==> src/rtl/cdb_rob_arbiter.sv <==
`default_nettype none
// ============================================================================
// Module      : cdb_rob_arbiter
// Description : Round-robin arbiter sharing the single ROB writeback port among
//               functional units, with a registered one-cycle writeback stage.
// Revision    : 1.0
// ============================================================================
module cdb_rob_arbiter #(
  parameter int NUM_REQ = 4,
  parameter int DATA_W  = 64,
  parameter int ENTRY_W = 3
) (
  input  logic                         clk,
  input  logic                         rst_n,
  input  logic [NUM_REQ-1:0]           req_valid,
  input  logic [NUM_REQ*ENTRY_W-1:0]   req_entry,
  input  logic [NUM_REQ*DATA_W-1:0]    req_data,
  output logic [NUM_REQ-1:0]           req_ready,
  input  logic                         flush,
  output logic                         rob_data_ready,
  output logic                         rob_commit_ready,
  output logic [ENTRY_W-1:0]           rob_data_entry,
  output logic [DATA_W-1:0]            rob_data_out,
  output logic [$clog2(NUM_REQ)-1:0]   grant_id
);

  localparam int PTR_W = $clog2(NUM_REQ);

  logic [PTR_W-1:0]   rr_ptr;
  logic [PTR_W-1:0]   win;
  logic [PTR_W-1:0]   idx;
  logic               found;
  logic [NUM_REQ-1:0] grant;
  logic               transfer;

  logic [ENTRY_W-1:0] entry_arr [NUM_REQ];
  logic [DATA_W-1:0]  data_arr  [NUM_REQ];

  generate
    for (genvar i = 0; i < NUM_REQ; i++) begin : g_unpack
      assign entry_arr[i] = req_entry[i*ENTRY_W +: ENTRY_W];
      assign data_arr[i]  = req_data[i*DATA_W +: DATA_W];
    end
  endgenerate

  // Search starts at rr_ptr and wraps; pointer width makes the wrap implicit.
  always_comb begin
    grant = '0;
    win   = '0;
    found = 1'b0;
    idx   = '0;
    for (int k = 0; k < NUM_REQ; k++) begin
      idx = rr_ptr + PTR_W'(k);
      if (!found && req_valid[idx]) begin
        found      = 1'b1;
        win        = idx;
        grant[idx] = 1'b1;
      end
    end
  end

  assign req_ready = (rst_n && !flush) ? grant : '0;
  assign transfer  = |req_ready;

  always_ff @(posedge clk) begin
    if (!rst_n) begin
      rob_data_ready   <= 1'b0;
      rob_commit_ready <= 1'b0;
      rob_data_entry   <= '0;
      rob_data_out     <= '0;
      grant_id         <= '0;
      rr_ptr           <= '0;
    end else begin
      rob_data_ready   <= transfer;
      rob_commit_ready <= transfer;
      if (transfer) begin
        rob_data_entry <= entry_arr[win];
        rob_data_out   <= data_arr[win];
        grant_id       <= win;
        rr_ptr         <= win + PTR_W'(1);
      end
    end
  end

endmodule
`default_nettype wire

==> config.mk <==
export PLATFORM = sky130hd
export DESIGN_NAME = cdb_rob_arbiter
export DESIGN_NICKNAME = d
export VERILOG_FILES = /design/src/rtl/cdb_rob_arbiter.sv
export SDC_FILE = /design/constraint.sdc
export NUM_CORES = 1
export LEC_CHECK = 0
export ABC_AREA = 1
export CAP_MARGIN = 30
export CORE_AREA = 2 2 135 137
export DETAILED_ROUTE_END_ITERATION = 8
export DIE_AREA = 0 0 137 139
export GPL_TIMING_DRIVEN = 0
export PLACE_DENSITY_LB_ADDON = 0.08
export SLEW_MARGIN = 25
export SYNTH_ARGS = -nofsm -noshare
export SYNTH_HDL_FRONTEND = slang
export SYNTH_SLANG_ARGS = --single-unit
==> constraint.sdc <==
create_clock -name clk -period 7.9 [get_ports clk]
set_clock_uncertainty 0.2 [all_clocks]
set_input_delay 1.58 -clock clk [delete_from_list [all_inputs] [get_ports clk]]
set_output_delay 1.58 -clock clk [all_outputs]
set_load 0.005 [all_outputs]
==> impl_metrics.py, run 1 <==
metrics = {
    "worst_hold_path": {
        "hp-class": "flip-flop to flip-flop",
        "hp-start": "rob_data_out[46]",
        "whs_path_depth": 2,
    },
    "logic_synthesis": {
        "synthMuxAreaShare_pct": 0,
        "synth_most_common_cell": "nand2_1",
        "synth.distinct_cells": 28,
        "synthTopCellsByCount": "nand2_1 (372), inv_1 (147), nand3_1 (142)",
        "syn-cell-area_um2": 6070,
        "synth_top_family_by_area": "simple AND/OR/NAND/NOR gates",
        "synth_top_cell_area_share_pct": 23.7,
        "synth-edff-count": 0,
        "synth_xor_area_share_pct": 0.412,
        "post-synth-top-area-cell": "dfxtp_1",
        "synth_cells": 1057,
        "synth-adder-area-share_pct": 1.44,
        "seq_area_frac_synth_pct": 23.7,
        "avgSynthCellArea_um2": 5.75,
        "synth_compound_area_share_pct": 6.43,
        "yosys_warnings": 0,
        "synthArstFlopShare_pct": 0,
        "synth_nets": 1339,
        "yosys_most_used_dff": "dfxtp_1",
        "synth_area_leaders": "dfxtp_1 (24%), nand2_1 (23%), nand3_1 (12%), inv_1 (9.1%), nand3b_1 (8.4%)",
        "synth_seq_cells": 72,
        "synthSimpleGateAreaFrac_pct": 51.1,
    },
    "timing": {
        "fmax_ghz": 0.186,
        "fin_crit_ns": 5.39,
        "period_share_pct": 68.2,
        "drv_slew": 0,
        "rsz0062_at_grt": "no",
        "finalHoldViolations": 0,
        "maxSlewHeadroom_pct": 61.1,
        "setup_tns_ns": 0,
        "tightest_slew_ns": 0.583,
        "setup_viol": 0,
    },
    "pwr": {
        "clkPwrFrac_pct": 10.5,
        "vdd_drop_max_mv": 0.218,
        "p_int_w": 0.00223,
        "power_density_nw_per_um2": 459,
        "p_sw_share_pct": 52.3,
        "p_sw_w": 0.00245,
        "comb_power_share_pct": 77.4,
        "seq_power_share_pct": 12.1,
        "power_w": 0.00468,
        "p_leak_nw": 5.03,
    },
    "route": {
        "vias": 7796,
        "drt_drc_violations_left": 0,
        "first_iter_violations": 334,
        "drt-wirelength-per-cell_um": 15.5,
        "via_per_inst": 4.72,
        "wirelength_mm": 25.5,
        "ant_nets": 0,
        "dr.pass1.iters": 5,
    },
    "worst_setup_path": {
        "cp_max_fo": 8,
        "worstSetupStartpoint": "req_valid[2]",
        "cp-end-kind": "primary output",
        "worstSetupPathType": "input port to primary output",
        "r2r_start": "rr_ptr[1]",
        "required_ns": 6.12,
        "critPathLaunchType": "input port",
        "r2r_cells": 13,
        "critPathArrivalTime_ns": 3.61,
    },
    "clock_tree": {
        "cts_sinks": 72,
        "cts_tree": "done",
        "cts_inserted_buffers": 9,
        "cts_setup_buffers": 0,
        "worstSkewPairLatency_ns": 0.34,
        "hold_buffers": 0,
        "cts_max_path_buffers": 2,
        "h-tree-depth": 3,
        "cts_resized": 0,
        "cts-root-buf": "clkbuf_16",
        "path_clk_slew_ns": 0.06,
    },
    "global_route": {
        "grt_pass1_vias": 7390,
        "antenna_found_initial": 0,
        "grt_max_degree": 13,
        "gr-usage-all-layers_pct": 26.2,
        "grt_pass1_wl_mm": 39.0,
        "grt_overflow_total": 0,
    },
    "place": {
        "gp_congestion": 0.872,
        "port_buffers": 348,
        "dpl.hpwl_mm": 19.7,
    },
    "run_status": {
        "status": "finished, final reports clean",
    },
    "cells_and_area": {
        "fin_util_pct": 57.8,
        "drive_above_1_share_pct": 6.54,
        "syn_to_final_growth_pct": 67.9,
        "finalNetCount": 1698,
        "diodes": 0,
    },
    "job": {
        "max_cap_violations": 0,
    },
    "floorplanning": {
        "fp.dieArea_um2": 19000,
        "core_um2": 17700,
        "die_x_um": 137,
        "initial_core_util_pct": 34.4,
        "die_h_um": 139,
        "num_rows": 49,
        "io_pins": 350,
    },
}
layout by cell type, fill, tap and decap left out, types with 4 or more instances in the layout:
cell,n
dfxtp_1,72
nand3_1,142
buf_2,29
nand3b_1,68
nand2_2,6
buf_4,13
clkbuf_1,18
nand4_1,4
nor2_1,72
buf_6,13
a21oi_1,4
ha_1,7
clkbuf_16,9
o21ai_1,68
inv_1,147
clkdlybuf4s50_1,348
nand2_1,372
sequential cells by signal, summed over array words and instances (netlist names):
name              flops
rob_data_out         64
rob_commit_ready      1
grant_id              2
rr_ptr                2
rob_data_entry        3
cell type report:
class | instances | area [um2]
clock buffer | 11 | 253
fill | 1844 | 7460
sequential | 72 | 1440
tap | 229 | 287
timing repair buffer | 348 | 3480
clock inverter | 5 | 103
inverter | 150 | 568
buffer | 74 | 460
multi-input combinational | 761 | 3600
through the flow:
| step | instances | setup slack, ns | instance area [um2] | hold slack (ns) |
|---|---|---|---|---|
| 2_1_floorplan | 1057 | 3.76 | 6070 | 0.264 |
| 3_3_place_gp | 1634 | 2.49 | 9840 | 0.257 |
| 3_5_place_dp | 1634 | 2.52 | 9840 | 0.259 |
| 4_1_cts | 1650 | 2.51 | 10200 | 0.269 |
| 5_1_grt | 1650 | 2.33 | 10200 | 0.286 |
| 6_report | 1650 | 2.51 | 10200 | 0.266 |
cell families after synthesis:
family,count (synthesis)
AND/OR/NAND/NOR,676
buffers and inverters,224
AO/OA/AOI/OAI,76
flip-flops,72
adder cells (fa/ha/maj),7
XOR/XNOR,2
power by group through the flow:
stage | combinational, W | clock, W | sequential (W)
5_1_grt | 0.00406 | 0.000512 | 0.000582
6_report | 0.00362 | 0.000489 | 0.000567
4_1_cts | 0.00363 | 0.000498 | 0.000567
2_1_floorplan | 0.00243 | 0 | 0.000576
3_5_place_dp | 0.00362 | 0 | 0.000572
3_3_place_gp | 0.00361 | 0 | 0.000570
critical path, stage by stage:
cell and delay, ns:
clkdlybuf4s50_1 0.56, inv_1 0.07, nand2_2 0.09, nand2_1 0.05, nand2_1 0.06, nand2_2 0.14
nor2_2 0.22, nand2_1 0.07, nand3_1 0.10, nand2_1 0.08, inv_1 0.08, clkdlybuf4s50_1 0.50
metal layers:
metal	GRT usage [%]	share of wire, %	vias to the layer above
met1	31.7	42	3478
li1	-	-	3985
met2	44.5	47	300
met4	8.63	2.2	0
met5	0	0	-
met3	6.98	8.8	33
path summary, 6_finish.rpt:
kind	end	slack, ns
max	req_ready[1]	2.51
min	rob_data_out[46]	0.27
max reg2reg	rob_data_out[51]	4.74
min reg2reg	rob_data_out[46]	0.27
(Power assumes the default switching activity.)
==> inputs of run 2 (changes only) <==
- CORE_AREA: 2 2 135 137 -> 2 2 136 138
- DIE_AREA: 0 0 137 139 -> 0 0 138 140
- clock period: 7.9 -> 5.1 ns (I/O delays scaled with it)
==> impl_metrics.py, run 2 (same netlist as run 1, synthesis figures left out) <==
metrics = {
    "worst_hold_path": {
        "hp-class": "flip-flop to flip-flop",
        "hp-start": "rob_data_out[8]",
        "worstHoldEndpoint": "rob_data_out[8]",
        "whs_path_depth": 2,
    },
    "timing": {
        "fin_crit_ns": 4.30,
        "finalHoldViolations": 0,
        "rsz0062_at_grt": "no",
        "setup_viol": 0,
        "period_share_pct": 84.3,
        "tightest_slew_ns": 0.551,
        "maxSlewHeadroom_pct": 63.3,
        "drv_slew": 0,
        "fmax_ghz": 0.233,
        "setup_tns_ns": 0,
    },
    "global_route": {
        "gr-usage-all-layers_pct": 26.2,
        "grt_pass1_wl_mm": 40.4,
        "antenna_found_initial": 1,
        "grt_pass1_vias": 7558,
        "grt_overflow_total": 0,
        "grt_max_degree": 11,
    },
    "cells_and_area": {
        "fillers": 1852,
        "largest_register_ffs": 64,
        "fin_util_pct": 56.9,
        "reg_top3": "rob_data_out x64, rob_data_entry x3",
        "layout_commonest_cell": "nand2_1",
        "finalNetCount": 1698,
        "syn_to_final_growth_pct": 66.6,
        "drive_above_1_share_pct": 6.27,
        "regMostFlops": "rob_data_out",
        "mostFrequentLayoutCells": "nand2_1 (372), clkdlybuf4s50_1 (348), inv_1 (147)",
    },
    "pwr": {
        "seq_power_share_pct": 12.4,
        "p_int_w": 0.00332,
        "clkPwrFrac_pct": 8.5,
        "p_sw_w": 0.00377,
        "power_density_nw_per_um2": 700,
        "comb_power_share_pct": 79.1,
        "vdd_drop_max_mv": 0.317,
        "p_leak_nw": 5.00,
        "p_sw_share_pct": 53.2,
    },
    "floorplanning": {
        "io_pins": 350,
        "num_rows": 49,
        "fp.dieArea_um2": 19300,
        "die_x_um": 138,
        "core_um2": 17800,
        "die_h_um": 140,
        "initial_core_util_pct": 34.2,
    },
    "clock_tree": {
        "h-tree-depth": 3,
        "cts_resized": 0,
        "path_clk_slew_ns": 0.05,
        "hold_buffers": 0,
        "cts_max_path_buffers": 2,
        "cts_tree": "done",
        "worstSkewPairLatency_ns": 0.34,
        "cts_inserted_buffers": 9,
        "cts_sinks": 72,
        "cts-root-buf": "clkbuf_16",
        "cts_setup_buffers": 0,
    },
    "route": {
        "vias": 7834,
        "drt-wirelength-per-cell_um": 15.8,
        "via_per_inst": 4.75,
        "ant_nets": 0,
        "wirelength_mm": 26.0,
        "drt_drc_violations_left": 0,
        "first_iter_violations": 369,
        "dr.pass1.iters": 5,
    },
    "worst_setup_path": {
        "required_ns": 3.88,
        "r2r_slack_ns": 1.97,
        "critPathLaunchType": "input port",
        "cp_max_fo": 8,
        "critPathArrivalTime_ns": 3.08,
        "cp-end-kind": "primary output",
        "r2r-end": "rob_data_out[51]",
        "r2r_cells": 13,
        "worstSetupPathType": "input port to primary output",
        "r2r_start": "rr_ptr[1]",
    },
    "job": {
        "max_cap_violations": 0,
    },
    "place": {
        "dpl.hpwl_mm": 20.3,
        "gp_congestion": 0.902,
        "port_buffers": 348,
    },
    "run_status": {
        "status": "finished, final reports clean",
    },
}
-- run 2: cell types whose count changed in the layout (fill, tap and decap cells not counted) --
cell        delta
bufinv_16      -3
clkbuf_1       +2
clkbuf_8       +1
clkinv_2       -1
clkinvlp_4     -1
diode_2        +1
-- run 2: power groups by stage --
stage          sequential, W  combinational (W)  clock, W
2_1_floorplan       0.000892            0.00376         0
3_3_place_gp        0.000880            0.00559         0
3_5_place_dp        0.000887            0.00560         0
4_1_cts             0.000878            0.00563  0.000614
5_1_grt             0.000899            0.00629  0.000634
6_report            0.000879            0.00561  0.000602
-- run 2: per-stage QoR --
stage,hold WS [ns],std cells,total power [W],worst slack (ns),area (um2)
CTS,0.270,1648,0.00712,0.817,10100
global route,0.282,1649,0.00782,0.647,10100
floorplan,0.264,1057,0.00465,2.08,6070
detailed placement,0.261,1634,0.00649,0.826,9840
global placement,0.257,1634,0.00647,0.805,9840
finish,0.265,1649,0.00709,0.800,10100
-- run 2: how the worst max path moves through the flow --
stage | start | end | slack (ns) | depth (start not counted)
floorplan | req_valid[1] | req_ready[1] | 2.08 | 10
global placement | req_valid[3] | req_ready[1] | 0.80 | 12
detailed placement | req_valid[3] | req_ready[1] | 0.83 | 12
CTS | req_valid[3] | req_ready[1] | 0.82 | 12
global route | req_valid[3] | req_ready[1] | 0.65 | 12
finish | req_valid[3] | req_ready[1] | 0.80 | 12
-- run 2: final cells by class --
| type | instances | area (um2) | share of cell area, % |
|---|---|---|---|
| inverter | 150 | 568 | 5.61 |
| tap | 229 | 287 | 2.83 |
| sequential | 72 | 1440 | 14.2 |
| clock buffer | 14 | 274 | 2.71 |
| timing repair buffer | 348 | 3480 | 34.4 |
| antenna | 1 | 2.50 | 0.0247 |
| buffer | 74 | 460 | 4.55 |
| multi-input combinational | 761 | 3600 | 35.6 |
-- run 2: critical path: stages --
cell and delay (ns):
clkdlybuf4s50_1 0.56, inv_1 0.06, nand2_1 0.12, nand2_1 0.07
nand2_1 0.06, nand2_2 0.14, nor2_2 0.21, nand2_1 0.07
nand3_1 0.10, nand2_1 0.08, inv_1 0.06, clkdlybuf4s50_1 0.52
-- run 2: per-layer routing --
layer	wire, um	global-route usage [%]	vias up	part of all wire (%)
met5	0	0	-	0
met4	716	9.29	0	2.8
met3	1920	6.50	41	7.4
met2	12200	44.5	293	47
met1	11200	32.3	3520	43
li1	-	-	3980	-
